--- src/rtl/mem_arb_pkg.sv ---
// ============================================================================
// mem_arb_pkg : shared types and widths for the IF/MEM memory port arbiter
// Revision    : 1.0
// ============================================================================
`default_nettype none

package mem_arb_pkg;

    typedef enum logic [1:0] {
        IDLE  = 2'd0,
        ISSUE = 2'd1,
        WAIT  = 2'd2,
        RESP  = 2'd3
    } arb_state_e;

    typedef enum logic {
        OWN_IF = 1'b0,
        OWN_DM = 1'b1
    } owner_e;

    localparam int LAT_CNT_W    = 8;
    localparam int STARVE_CNT_W = 4;

endpackage

`default_nettype wire

--- src/rtl/arb_starve_ctr.sv ---
// ============================================================================
// arb_starve_ctr : saturating count of fetch losses, flags a forced fetch win
// Revision       : 1.0
// ============================================================================
`default_nettype none

module arb_starve_ctr
    import mem_arb_pkg::*;
#(
    parameter int STARVE_LIMIT = 4
) (
    input  logic clk_i,
    input  logic rst_ni,
    input  logic loss_i,
    input  logic win_i,
    output logic force_o
);

    logic [STARVE_CNT_W-1:0] cnt_q;

    always_ff @(posedge clk_i) begin
        if (!rst_ni) begin
            cnt_q <= '0;
        end else if (win_i) begin
            cnt_q <= '0;
        end else if (loss_i && (cnt_q != {STARVE_CNT_W{1'b1}})) begin
            cnt_q <= cnt_q + 1'b1;
        end
    end

    assign force_o = (cnt_q == STARVE_CNT_W'(STARVE_LIMIT));

endmodule

`default_nettype wire

--- src/rtl/mem_port_arbiter.sv ---
// ============================================================================
// mem_port_arbiter : shares one fixed-latency memory between fetch and data
// Optional starvation guard: define MEM_ARB_STARVE_GUARD_EN
// Revision         : 1.0
// ============================================================================
`default_nettype none

module mem_port_arbiter
    import mem_arb_pkg::*;
#(
    parameter int ADDR_W       = 32,
    parameter int DATA_W       = 32,
    parameter int MEM_LATENCY  = 1,
    parameter int STARVE_LIMIT = 4
) (
    input  logic              Clk,
    input  logic              Reset,
    input  logic              if_req,
    input  logic [ADDR_W-1:0] if_addr,
    output logic [DATA_W-1:0] if_rdata,
    output logic              if_valid,
    output logic              if_stall,
    input  logic              dm_req,
    input  logic              dm_we,
    input  logic [ADDR_W-1:0] dm_addr,
    input  logic [DATA_W-1:0] dm_wdata,
    output logic [DATA_W-1:0] dm_rdata,
    output logic              dm_valid,
    output logic              dm_stall,
    output logic              mem_en,
    output logic              mem_we,
    output logic [ADDR_W-1:0] mem_addr,
    output logic [DATA_W-1:0] mem_wdata,
    input  logic [DATA_W-1:0] mem_rdata
);

    localparam logic [LAT_CNT_W-1:0] LAT_LOAD =
        (MEM_LATENCY < 1) ? '0 : LAT_CNT_W'(MEM_LATENCY - 1);

    // Out-of-range configurations are unsupported; nothing extra is built.
    if (STARVE_LIMIT < 1 || STARVE_LIMIT > 15) begin : g_bad_cfg
    end

    arb_state_e           state_q;
    owner_e               own_q;
    logic                 we_q;
    logic [LAT_CNT_W-1:0] cnt_q;
    logic                 mem_en_q, mem_we_q;
    logic [ADDR_W-1:0]    mem_addr_q;
    logic [DATA_W-1:0]    mem_wdata_q, if_rdata_q, dm_rdata_q;
    logic                 if_valid_q, dm_valid_q;
    logic                 force_if, grant_dm;

`ifdef MEM_ARB_STARVE_GUARD_EN
    arb_starve_ctr #(
        .STARVE_LIMIT (STARVE_LIMIT)
    ) u_starve_ctr (
        .clk_i   (Clk),
        .rst_ni  (Reset),
        .loss_i  ((state_q == IDLE) && grant_dm && if_req),
        .win_i   ((state_q == IDLE) && if_req && !grant_dm),
        .force_o (force_if)
    );
`else
    assign force_if = 1'b0;
`endif

    assign grant_dm = dm_req && !(force_if && if_req);

    always_ff @(posedge Clk) begin
        if (!Reset) begin
            state_q     <= IDLE;
            own_q       <= OWN_IF;
            we_q        <= 1'b0;
            cnt_q       <= '0;
            mem_en_q    <= 1'b0;
            mem_we_q    <= 1'b0;
            mem_addr_q  <= '0;
            mem_wdata_q <= '0;
            if_rdata_q  <= '0;
            dm_rdata_q  <= '0;
            if_valid_q  <= 1'b0;
            dm_valid_q  <= 1'b0;
        end else begin
            mem_en_q   <= 1'b0;
            mem_we_q   <= 1'b0;
            if_valid_q <= 1'b0;
            dm_valid_q <= 1'b0;
            unique case (state_q)
                IDLE: begin
                    if (if_req || dm_req) begin
                        own_q      <= grant_dm ? OWN_DM : OWN_IF;
                        we_q       <= grant_dm && dm_we;
                        mem_en_q   <= 1'b1;
                        mem_we_q   <= grant_dm && dm_we;
                        mem_addr_q <= grant_dm ? dm_addr : if_addr;
                        if (grant_dm) begin
                            mem_wdata_q <= dm_wdata;
                        end
                        state_q <= ISSUE;
                    end
                end
                ISSUE: begin
                    cnt_q   <= LAT_LOAD;
                    state_q <= WAIT;
                end
                WAIT: begin
                    if (cnt_q == '0) begin
                        if (own_q == OWN_IF) begin
                            if_rdata_q <= mem_rdata;
                            if_valid_q <= 1'b1;
                        end else begin
                            dm_rdata_q <= we_q ? '0 : mem_rdata;
                            dm_valid_q <= 1'b1;
                        end
                        state_q <= RESP;
                    end else begin
                        cnt_q <= cnt_q - 1'b1;
                    end
                end
                RESP: begin
                    state_q <= IDLE;
                end
                default: begin
                    state_q <= IDLE;
                end
            endcase
        end
    end

    assign mem_en    = mem_en_q;
    assign mem_we    = mem_we_q;
    assign mem_addr  = mem_addr_q;
    assign mem_wdata = mem_wdata_q;
    assign if_rdata  = if_rdata_q;
    assign dm_rdata  = dm_rdata_q;
    assign if_valid  = if_valid_q;
    assign dm_valid  = dm_valid_q;
    assign if_stall  = if_req && !if_valid_q;
    assign dm_stall  = dm_req && !dm_valid_q;

endmodule

`default_nettype wire

--- config.mk ---
export PLATFORM = sky130hd
export DESIGN_NAME = mem_port_arbiter
export DESIGN_NICKNAME = d
export VERILOG_FILES = /design/src/rtl/mem_arb_pkg.sv /design/src/rtl/arb_starve_ctr.sv /design/src/rtl/mem_port_arbiter.sv
export SDC_FILE = /design/constraint.sdc
export NUM_CORES = 1
export LEC_CHECK = 0
export ABC_AREA = 1
export BUFFER_PORTS_ARGS = -buffer_cell sky130_fd_sc_hd__buf_2
export CORE_UTILIZATION = 45
export CTS_CLUSTER_DIAMETER = 200
export DETAILED_ROUTE_END_ITERATION = 6
export PLACE_DENSITY = 0.87
export SYNTH_ARGS = -nofsm -noshare
export SYNTH_HDL_FRONTEND = slang
export SYNTH_HIERARCHICAL = 1
export SYNTH_SLANG_ARGS = --single-unit
--- constraint.sdc ---
create_clock -name Clk -period 4.13 [get_ports Clk]
set_input_delay 0.6195 -clock Clk [delete_from_list [all_inputs] [get_ports Clk]]
set_output_delay 0.6195 -clock Clk [all_outputs]
set_load 0.03 [all_outputs]
==> impl_metrics.json, run 1 <==
{
  "period_needed_ns": 2.32,
  "synth_cell_types": 26,
  "grt_pass1_wl_um": 24200,
  "yosys_register_bits": 144,
  "worstSetupPathType": "in2reg",
  "fin_tns_setup_ns": 0,
  "timing.final.crit_share_pct": 56.1,
  "syn_inst": 700,
  "synth_xor_area_share_pct": 0.160,
  "drive_above_1_share_pct": 32.7,
  "synth.top_cell.area_share_pct": 52.6,
  "areaGrowthSynthToFinish_pct": 34.8,
  "hold_viol": 0,
  "violations": "DRC",
  "finalNonFillerCells": 1095,
  "wirelength_um": 15000,
  "num_io_pins": 267,
  "grt_max_degree": 85,
  "ir_worst_vdd_uv": 386,
  "hold_ws_ns": 0.439,
  "worst_hold_path.endpoint": "if_rdata[25]$_SDFFE_PN0P_",
  "p_total_mw": 5.39,
  "grt_pass1_vias": 5109,
  "seq_area_frac_synth_pct": 52.6,
  "avgSynthCellArea_um2": 7.83,
  "clkTransAtPathRegs_ns": 0.06,
  "synth-simple-area-share_pct": 18.3,
  "cp.required_ns": 4.46,
  "cts_max_level": 4,
  "fin_worst_skew_ns": 0.0112,
  "finalInstanceArea_um2": 7390,
  "worstHoldStart": "if_rdata[25]$_SDFFE_PN0P_",
  "nets": 1077,
  "ctsHoldBuffers": 0,
  "cp_max_fo": 66,
  "cap_violations": 0,
  "post-dp-hpwl_um": 10300,
  "end_kind": "flop",
  "synth_top_family_by_area": "compound AO/OA/AOI/OAI gates",
  "setup_viol": 0,
  "cts_tree": "done",
  "rows": 39,
  "die_area_um2": 12600,
  "yosys-mux-area-fraction_pct": 0,
  "synth_area_leaders": "dfxtp_1 (53%), o21ai_0 (9.6%), nand2_1 (7.7%), nor2_1 (5.5%), a21oi_1 (3.9%)",
  "synthAdderAreaFrac_pct": 1.14,
  "synth-compound-area-share_pct": 19.9,
  "yosysWarnings": 6,
  "multiInputGateArea_um2": 2170,
  "holdPathStages": 2,
  "post_cts_buffers": 0,
  "rsz0062_at_grt": "no",
  "fmax_ghz": 0.432,
  "power_leakage_nw": 3.62,
  "worst_slack_ns": 1.81,
  "die_y_um": 112,
  "clk_latency_ns": 0.41,
  "core_area_um2": 11700,
  "diodes": 0,
  "ys_top_cells_by_count": "dfxtp_1 (144), nand2_1 (113), o21ai_0 (105), nor2_1 (80), inv_1 (48)",
  "vias_per_cell": 5.09,
  "cts_max_path_buffers": 2,
  "cts_buffers": 17,
  "async_reset_ff_share_pct": 0,
  "critPathArrivalTime_ns": 2.65,
  "wl_per_cell_um": 13.7,
  "power_density_nw_per_um2": 730,
  "drt_iter0_drc": 511,
  "antenna_found_initial": 0,
  "fillers": 965,
  "synth_edf_count": 0,
  "dp_cells": 1063,
  "pre_cts_ws_ns": 1.36,
  "synthFlopType": "dfxtp_1",
  "reg2reg_to": "mem_addr[20]$_SDFFE_PN0P_",
  "post-synth-top-count-cell": "dfxtp_1",
  "r2r_slack_ns": 2.01,
  "seq_area_um2": 2880,
  "port_buffers": 266,
  "tightest_slew_ns": 1.12,
  "synth.cell_area_um2": 5480,
  "status": "finished, violations left",
  "first_pass_iters": 7,
  "postPlaceCellArea_um2": 6780,
  "chipWidth_um": 112,
  "reg2reg_from": "state_q[0]$_SDFFE_PN0P_",
  "drcViolationCount": 29,
  "synth_top_area_cell": "dfxtp_1",
  "grt-ovfl-total": 0,
  "grt_usage_pct": 24.4,
  "drv_slew": 0,
  "vias": 5575,
  "cts.sinks": 144,
  "startpoint_type": "input port",
  "hold_class": "reg2reg",
  "cts-root-buf": "clkbuf_16",
  "synthesis.nets": 838,
  "r2r_cells": 6,
  "final_util_pct": 63.3,
  "start_util_pct": 47.0,
  "max_slew_margin_pct": 24.9,
  "routabilityCongestion": 0.785,
  "ant_nets": 0,
  "cts_resized": 0
}
-- per-layer routing --
| metal | wire, um | vias to the layer above | track usage, % |
|---|---|---|---|
| li1 | - | 2806 | - |
| met1 | 6020 | 2494 | 26.5 |
| met2 | 7430 | 242 | 43.0 |
| met3 | 1090 | 33 | 7.24 |
| met4 | 488 | 0 | 12.7 |
| met5 | 0 | - | 0 |
-- logic make-up (layout without fill, tap and decap cells) --
logic type,after synthesis,after routing
DFF,144,144
buffers and inverters,99,351
xor gates and xnor gates,1,1
and+or+nand+nor,243,243
AOI/OAI and AO/OA,208,208
adders and majority gates,5,5
-- how the worst max path moves through the flow --
stage	from	endpoint	slack, ns	cells past startpoint
after floorplan	dm_req	dm_stall	2.04	4
after global placement	dm_req	we_q$_SDFFE_PN0P_	1.44	5
after detailed placement	dm_req	mem_addr[20]$_SDFFE_PN0P_	1.36	5
after CTS	dm_req	mem_addr[20]$_SDFFE_PN0P_	1.82	5
after global routing	dm_req	mem_wdata[18]$_SDFFE_PN0P_	1.59	6
final	dm_req	mem_addr[20]$_SDFFE_PN0P_	1.81	5
-- cells in the final DEF (no fill, tap or decap), types with 2 or more instances in the layout --
| cell | Yosys | routed |
|---|---|---|
| nand2_1 | 113 | 113 |
| clkbuf_16 | 0 | 17 |
| inv_6 | 0 | 3 |
| clkbuf_1 | 27 | 2 |
| clkinv_2 | 0 | 3 |
| bufinv_16 | 0 | 3 |
| o21ai_0 | 105 | 105 |
| nor2_1 | 80 | 79 |
| nand3_1 | 41 | 41 |
| nor2_4 | 1 | 2 |
| ha_1 | 5 | 5 |
| buf_4 | 0 | 6 |
| a31oi_1 | 32 | 32 |
| clkinv_4 | 0 | 2 |
| dfxtp_1 | 144 | 144 |
| buf_2 | 13 | 265 |
| nand2_2 | 2 | 2 |
| inv_1 | 48 | 48 |
| o21ai_1 | 25 | 25 |
| a21oi_1 | 43 | 43 |
-- critical path: stages --
cell,delay (ns)
buf_2,0.48
nor2_1,0.19
nor2_4,0.88
o21ai_0,0.23
a31oi_1,0.21
-- cell type report --
type / instances / share of cell area, %
multi-input combinational: 457 / 29.4
clock inverter: 12 / 2.12
sequential: 144 / 39.0
tap: 143 / 2.42
inverter: 48 / 2.44
clock buffer: 20 / 6.05
timing repair buffer: 271 / 18.6
-- power breakdown --
group | internal, mW | leakage [nW] | switching, mW
Combinational | 0.558 | 2.15 | 1.37
Sequential | 1.73 | 1.18 | 0.173
Clock | 0.970 | 0.295 | 0.585
Total | 3.26 | 3.62 | 2.13
-- state kept, by name, indices dropped and copies added (netlist names), 2 cells and up --
signal / flops
mem_addr: 32
mem_wdata: 32
if_rdata: 32
cnt_q: 8
dm_rdata: 32
state_q: 2
Note: power is estimated with default switching activity, not from simulation.
==> run 2, diff against run 1 <==
Settings changed: ABC_AREA 1 to 0, CORE_UTILIZATION 45 to 41, PLACE_DENSITY 0.87 to 0.85.
Clock period 4.13 ns to 2 ns, I/O delays scaled along.
==> run 2 against run 1 <==
The run now ends clean. Clock-buffer cell count is 3 lower. Non-clock buffer count is 9 higher. Clock skew decreased by 0.0046 ns. Utilization down 4.3 points. Cell count decreased by 6.9%. Final area up 1.2%. Register-to-register slack worse by 1.9 ns. Die area up 7.0%. Critical path depth stayed put. Area after synthesis is 2.4% lower. First-iteration DRC count shrank 29%.
==> impl_metrics.json, run 2 <==
{
  "ir_worst_vdd_uv": 729,
  "hold_ws_ns": 0.111,
  "synth_edf_count": 0,
  "timing.final.crit_share_pct": 95.9,
  "antenna_found_initial": 0,
  "path_cells": "or4_4, or3_1, buf_12, nand2_1, a21oi_1",
  "grt_pass1_vias": 4429,
  "clkTransAtPathRegs_ns": 0.06,
  "reg2reg_to": "if_rdata[16]$_SDFFE_PN0P_",
  "areaGrowthSynthToFinish_pct": 39.9,
  "ctsHoldBuffers": 0,
  "power_leakage_nw": 3.57,
  "grt-ovfl-total": 0,
  "cts_buffers": 17,
  "wl_per_cell_um": 13.7,
  "yosysWarnings": 6,
  "critPathArrivalTime_ns": 2.19,
  "tightest_slew_ns": 0.502,
  "core_area_um2": 12700,
  "post-dp-hpwl_um": 10200,
  "post_cts_buffers": 0,
  "power_density_nw_per_um2": 1400,
  "path_buf_inv": 1,
  "num_io_pins": 267,
  "nets": 972,
  "post-synth-top-count-cell": "dfxtp_1",
  "cp-startpoint": "cnt_q[2]$_SDFFE_PN0P_",
  "status": "completed",
  "synthesis.nets": 717,
  "grt_max_degree": 102,
  "grt_usage_pct": 20.5,
  "async_reset_ff_share_pct": 0,
  "yosys_register_bits": 144,
  "drive_above_1_share_pct": 37.9,
  "fmax_ghz": 0.521,
  "die_y_um": 116,
  "wirelength_um": 14000,
  "synth.cell_area_um2": 5350,
  "reg2reg_from": "cnt_q[2]$_SDFFE_PN0P_",
  "grt_pass1_wl_um": 21300,
  "start_util_pct": 42.2,
  "end_kind": "flop",
  "period_needed_ns": 1.92,
  "drcViolationCount": 0,
  "die_area_um2": 13500,
  "fin_worst_skew_ns": 0.00658,
  "synth_area_leaders": "dfxtp_1 (54%), nand2_1 (9.2%), a21oi_1 (6.6%), mux2i_1 (6.0%), a22o_1 (5.2%)",
  "path_delay_family": "simple AND/OR/NAND/NOR gates",
  "port_buffers": 266,
  "cts_max_path_buffers": 2,
  "p_total_mw": 10.5,
  "crit_end": "if_rdata[16]$_SDFFE_PN0P_",
  "crit_path_max_incr_delay_ns": 0.63,
  "routabilityCongestion": 0.801,
  "ys_top_cells_by_count": "dfxtp_1 (144), nand2_1 (131), a21oi_1 (70), nor2_1 (37)",
  "synthFlopType": "dfxtp_1",
  "critPathSlowestCell": "or4_4",
  "hold_class": "in2reg",
  "synth_cell_types": 39,
  "cts.sinks": 144,
  "first_pass_iters": 4,
  "synth.top_cell.area_share_pct": 53.9,
  "cts_resized": 0,
  "startpoint_type": "flop",
  "chipWidth_um": 116,
  "avgSynthCellArea_um2": 9.23,
  "seq_area_frac_synth_pct": 53.9,
  "diodes": 0,
  "cap_violations": 0,
  "layout_commonest_cell": "buf_2",
  "rsz0062_at_grt": "no",
  "ant_nets": 0,
  "r2r_slack_ns": 0.08,
  "max_slew_margin_pct": 66.2,
  "cts_max_level": 4,
  "hold_viol": 0,
  "fin_tns_setup_ns": 0,
  "drv_slew": 0,
  "cp.required_ns": 2.27,
  "r2r_cells": 5,
  "cts_tree": "done",
  "vias": 5024,
  "vias_per_cell": 4.93,
  "cts-root-buf": "clkbuf_16",
  "synth_top_area_cell": "dfxtp_1",
  "drt_iter0_drc": 363,
  "syn_inst": 579,
  "setup_viol": 0,
  "rows": 41,
  "path_depth": 5,
  "cp_max_fo": 32,
  "clk_latency_ns": 0.41,
  "worstSetupPathType": "reg2reg",
  "final_cell_mix": "buf_2 (266), dfxtp_1 (144), nand2_1 (131), a21oi_1 (70), nor2_1 (36)"
}
==> run 2: cell count changes after synthesis, moves of 6 or more <==
cell | before | now
a211oi_1 | 0 | 32
a21oi_1 | 43 | 70
a22o_1 | 0 | 32
a31oi_1 | 32 | 0
buf_2 | 13 | 6
inv_1 | 48 | 9
mux2i_1 | 0 | 32
nand2_1 | 113 | 131
nand3_1 | 41 | 2
nor2_1 | 80 | 37
o21ai_0 | 105 | 7
o21ai_1 | 25 | 0
or3_1 | 0 | 6
==> run 2: metrics by stage <==
step	area (um^2)	utilization [%]	worst slack, ns	cells
after global placement	6870	54.2	0.142	987
after floorplan	5350	-	0.114	579
after detailed placement	6870	54.2	0.103	987
final	7480	59.0	0.0815	1019
after global routing	7480	59.0	0.00493	1019
after CTS	7480	59.0	0.0862	1019
==> run 2: cell type report <==
class / count / area (um^2)
multi-input combinational: 382 / 2220
fill: 1122 / 5190
clock inverter: 15 / 183
timing repair buffer: 280 / 1510
sequential: 144 / 2880
clock buffer: 17 / 425
tap: 172 / 215
inverter: 9 / 35.0
==> run 2: kinds of logic (layout without fill, tap and decap cells) <==
kind of cell | after synthesis | in the layout | synth area share (%)
AO/OA/AOI/OAI | 153 | 153 | 19.1
flip-flops | 144 | 144 | 53.9
AND/OR/NAND/NOR | 191 | 191 | 15.0
multiplexers | 32 | 32 | 5.99
XOR/XNOR | 1 | 1 | 0.164
adder cells (fa/ha/maj) | 5 | 5 | 1.17
buffers and inverters | 53 | 321 | 4.70
==> run 2: worst min-delay path by stage <==
stage	startpoint	endpoint	slack, ns	cells after the start
final	mem_rdata[23]	dm_rdata[23]$_SDFFE_PN0P_	0.11	2
after global routing	mem_rdata[23]	dm_rdata[23]$_SDFFE_PN0P_	0.1	2
after CTS	mem_rdata[23]	dm_rdata[23]$_SDFFE_PN0P_	0.08	2
after detailed placement	if_rdata[18]$_SDFFE_PN0P_	if_rdata[18]$_SDFFE_PN0P_	0.44	2
after global placement	if_rdata[3]$_SDFFE_PN0P_	if_rdata[3]$_SDFFE_PN0P_	0.44	2
after floorplan	Reset	mem_en$_SDFF_PN0_	0.42	1
==> run 2: per-layer routing <==
layer  vias to the layer above  share of wire [%]  GRT usage [%]
met1                      2262                 41           22.9
li1                       2520                  -              -
met5                         -                  0              0
met4                         0                2.2           9.23
met2                       214                 49           35.3
met3                        28                8.4           7.06
==> run 2: worst register-to-register path, stage by stage, from the launching register on <==
cell,delay (ns)
dfxtp_1,0.34
or4_4,0.63
or3_1,0.45
buf_12,0.20
nand2_1,0.10
a21oi_1,0.07
==> run 2: where the power goes <==
part	switching [mW]	internal, mW
clock	1.23	1.97
sequential	0.266	3.40
combinational	2.40	1.18
total	3.90	6.56
==> run 3, diff against run 2 <==
Settings changed: CORE_MARGIN set to 2.
==> run 3 against run 2 <==
Sequential share of layout area grew 0.11 points. Clock power down 6%. Fmax increased by 1.6%. Hold slack better by 0.0011 ns. Critical path depth is the same. Final area shrank 0.28%. Clock skew hardly changed. Via count about the same. Sequential cell count unchanged. Critical path type unchanged. Critical endpoint is now dm_rdata[9]$_SDFFE_PN0P_. Largest cell class unchanged. Largest power group unchanged.
==> impl_metrics.json, run 3 (same netlist as run 2, synthesis figures left out) <==
{
  "status": "completed",
  "worstSetupPathType": "reg2reg",
  "timing.final.crit_share_pct": 94.4,
  "max_slew_margin_pct": 65.7,
  "num_io_pins": 267,
  "fillers": 1114,
  "first_pass_iters": 5,
  "period_needed_ns": 1.89,
  "antenna_found_initial": 0,
  "final_cell_mix": "buf_2 (266), dfxtp_1 (144), nand2_1 (131), a21oi_1 (70), nor2_1 (36)",
  "rsz0062_at_grt": "no",
  "wl_per_cell_um": 14.2,
  "layout_commonest_cell": "buf_2",
  "cts_tree": "done",
  "seqPwrFrac_pct": 35.9,
  "cts_max_path_buffers": 2,
  "fmax_ghz": 0.530,
  "grt_pass1_vias": 4787,
  "cts_max_level": 4,
  "start_util_pct": 42.2,
  "nets": 973,
  "drive_above_1_share_pct": 38.0,
  "finalNonFillerCells": 1020,
  "worst_slack_ns": 0.113,
  "finalInstanceArea_um2": 7460,
  "pre_cts_ws_ns": 0.0793,
  "drcViolationCount": 0,
  "drt_iter0_drc": 324,
  "post-dp-hpwl_um": 10500,
  "ant_nets": 0,
  "tightest_slew_ns": 0.509,
  "drv_slew": 0,
  "seq_area_um2": 2880,
  "pwr-share-comb_pct": 34.8,
  "die_area_um2": 14000,
  "switching_power_mw": 3.88,
  "post_cts_buffers": 0,
  "dp_cells": 988,
  "critPathArrivalTime_ns": 2.23,
  "swShare_pct": 37.8,
  "path_cells": "or4_4, nor4_4, nor2b_2, buf_12, a22o_1",
  "clkTransAtPathRegs_ns": 0.06,
  "areaGrowthSynthToFinish_pct": 39.5,
  "hold_viol": 0,
  "core_area_um2": 12700,
  "rows": 41,
  "end_kind": "flop",
  "clk_latency_ns": 0.41,
  "cp_max_fo": 22,
  "cts-root-buf": "clkbuf_16",
  "wirelength_um": 14500,
  "cp.required_ns": 2.35,
  "vias_per_cell": 4.93,
  "cts_buffers": 17,
  "startpoint_type": "flop",
  "die_y_um": 118,
  "grt-ovfl-total": 0,
  "grt_pass1_wl_um": 23300,
  "critPathSlowestCell": "or4_4",
  "ir_worst_vdd_uv": 792,
  "multiInputGateArea_um2": 2230,
  "cts.sinks": 144,
  "postPlaceCellArea_um2": 6880,
  "hold_ws_ns": 0.113,
  "port_buffers": 266,
  "power_frac_clock_pct": 29.3,
  "cap_violations": 0,
  "chipWidth_um": 118,
  "fin_worst_skew_ns": 0.00697,
  "vias": 5025,
  "routabilityCongestion": 0.843,
  "crit_path_max_incr_delay_ns": 0.62,
  "p_int_mw": 6.38,
  "power_density_nw_per_um2": 1380,
  "grt_max_degree": 103,
  "power_leakage_nw": 3.55,
  "ctsHoldBuffers": 0,
  "hold_class": "in2reg",
  "grt_usage_pct": 20.7,
  "setup_viol": 0,
  "fin_tns_setup_ns": 0
}
==> run 3: power by group through the flow <==
stage / sequential (mW) / combinational [mW] / clock (mW)
floorplan: 4.62 / 1.61 / 0
global placement: 3.71 / 3.51 / 0
detailed placement: 3.74 / 3.57 / 0
CTS: 3.68 / 3.58 / 3.09
global route: 3.75 / 3.91 / 3.20
finish: 3.68 / 3.57 / 3.01
==> run 3: final timing paths <==
kind | start | endpoint | slack [ns] | cells after the start
worst max register to register | cnt_q[2]$_SDFFE_PN0P_ | dm_rdata[9]$_SDFFE_PN0P_ | 0.11 | 5
worst min-delay path | mem_rdata[22] | dm_rdata[22]$_SDFFE_PN0P_ | 0.11 | 2
worst min register to register | mem_wdata[29]$_SDFFE_PN0P_ | mem_wdata[29]$_SDFFE_PN0P_ | 0.45 | 2
worst max-delay path | cnt_q[2]$_SDFFE_PN0P_ | dm_rdata[9]$_SDFFE_PN0P_ | 0.11 | 5
==> run 3: metal layers <==
metal | global-route usage [%] | part of all wire (%) | vias to the layer above
met5 | 0 | 0 | -
met4 | 10.5 | 2.9 | 0
met3 | 5.60 | 7.4 | 29
met2 | 35.3 | 49 | 232
met1 | 23.8 | 41 | 2254
li1 | - | - | 2510
==> run 3: stage by stage <==
step	power (mW)	utilization, %
3_5_place_dp	7.31	54.3
6_report	10.3	58.8
4_1_cts	10.4	58.8
2_1_floorplan	6.23	-
3_3_place_gp	7.22	54.3
5_1_grt	10.9	58.8
==> run 3: critical path, delay by kind of cell (launching register included) <==
kind,cells,cell delay [ns]
AND/OR/NAND/NOR,3,1.14
buffers and inverters,1,0.19
AO/OA/AOI/OAI,1,0.15
flip-flops,1,0.34
==> run 3: what timing repair did <==
| item | in CTS | in global routing |
|---|---|---|
| endpoints found under the hold margin | 0 | 0 |
| endpoints found under the setup margin | 0 | 21 |
| resized for setup | 0 | 1 |
==> run 3: final cells by class <==
class | count | share of cell area, %
clock inverters | 11 | 1.41
well taps | 172 | 2.89
multi-input cells | 382 | 29.9
diodes | 1 | 0.0336
flip-flops and latches | 144 | 38.7
inverters | 9 | 0.470
clock buffers | 20 | 6.26
repair buffers | 281 | 20.4
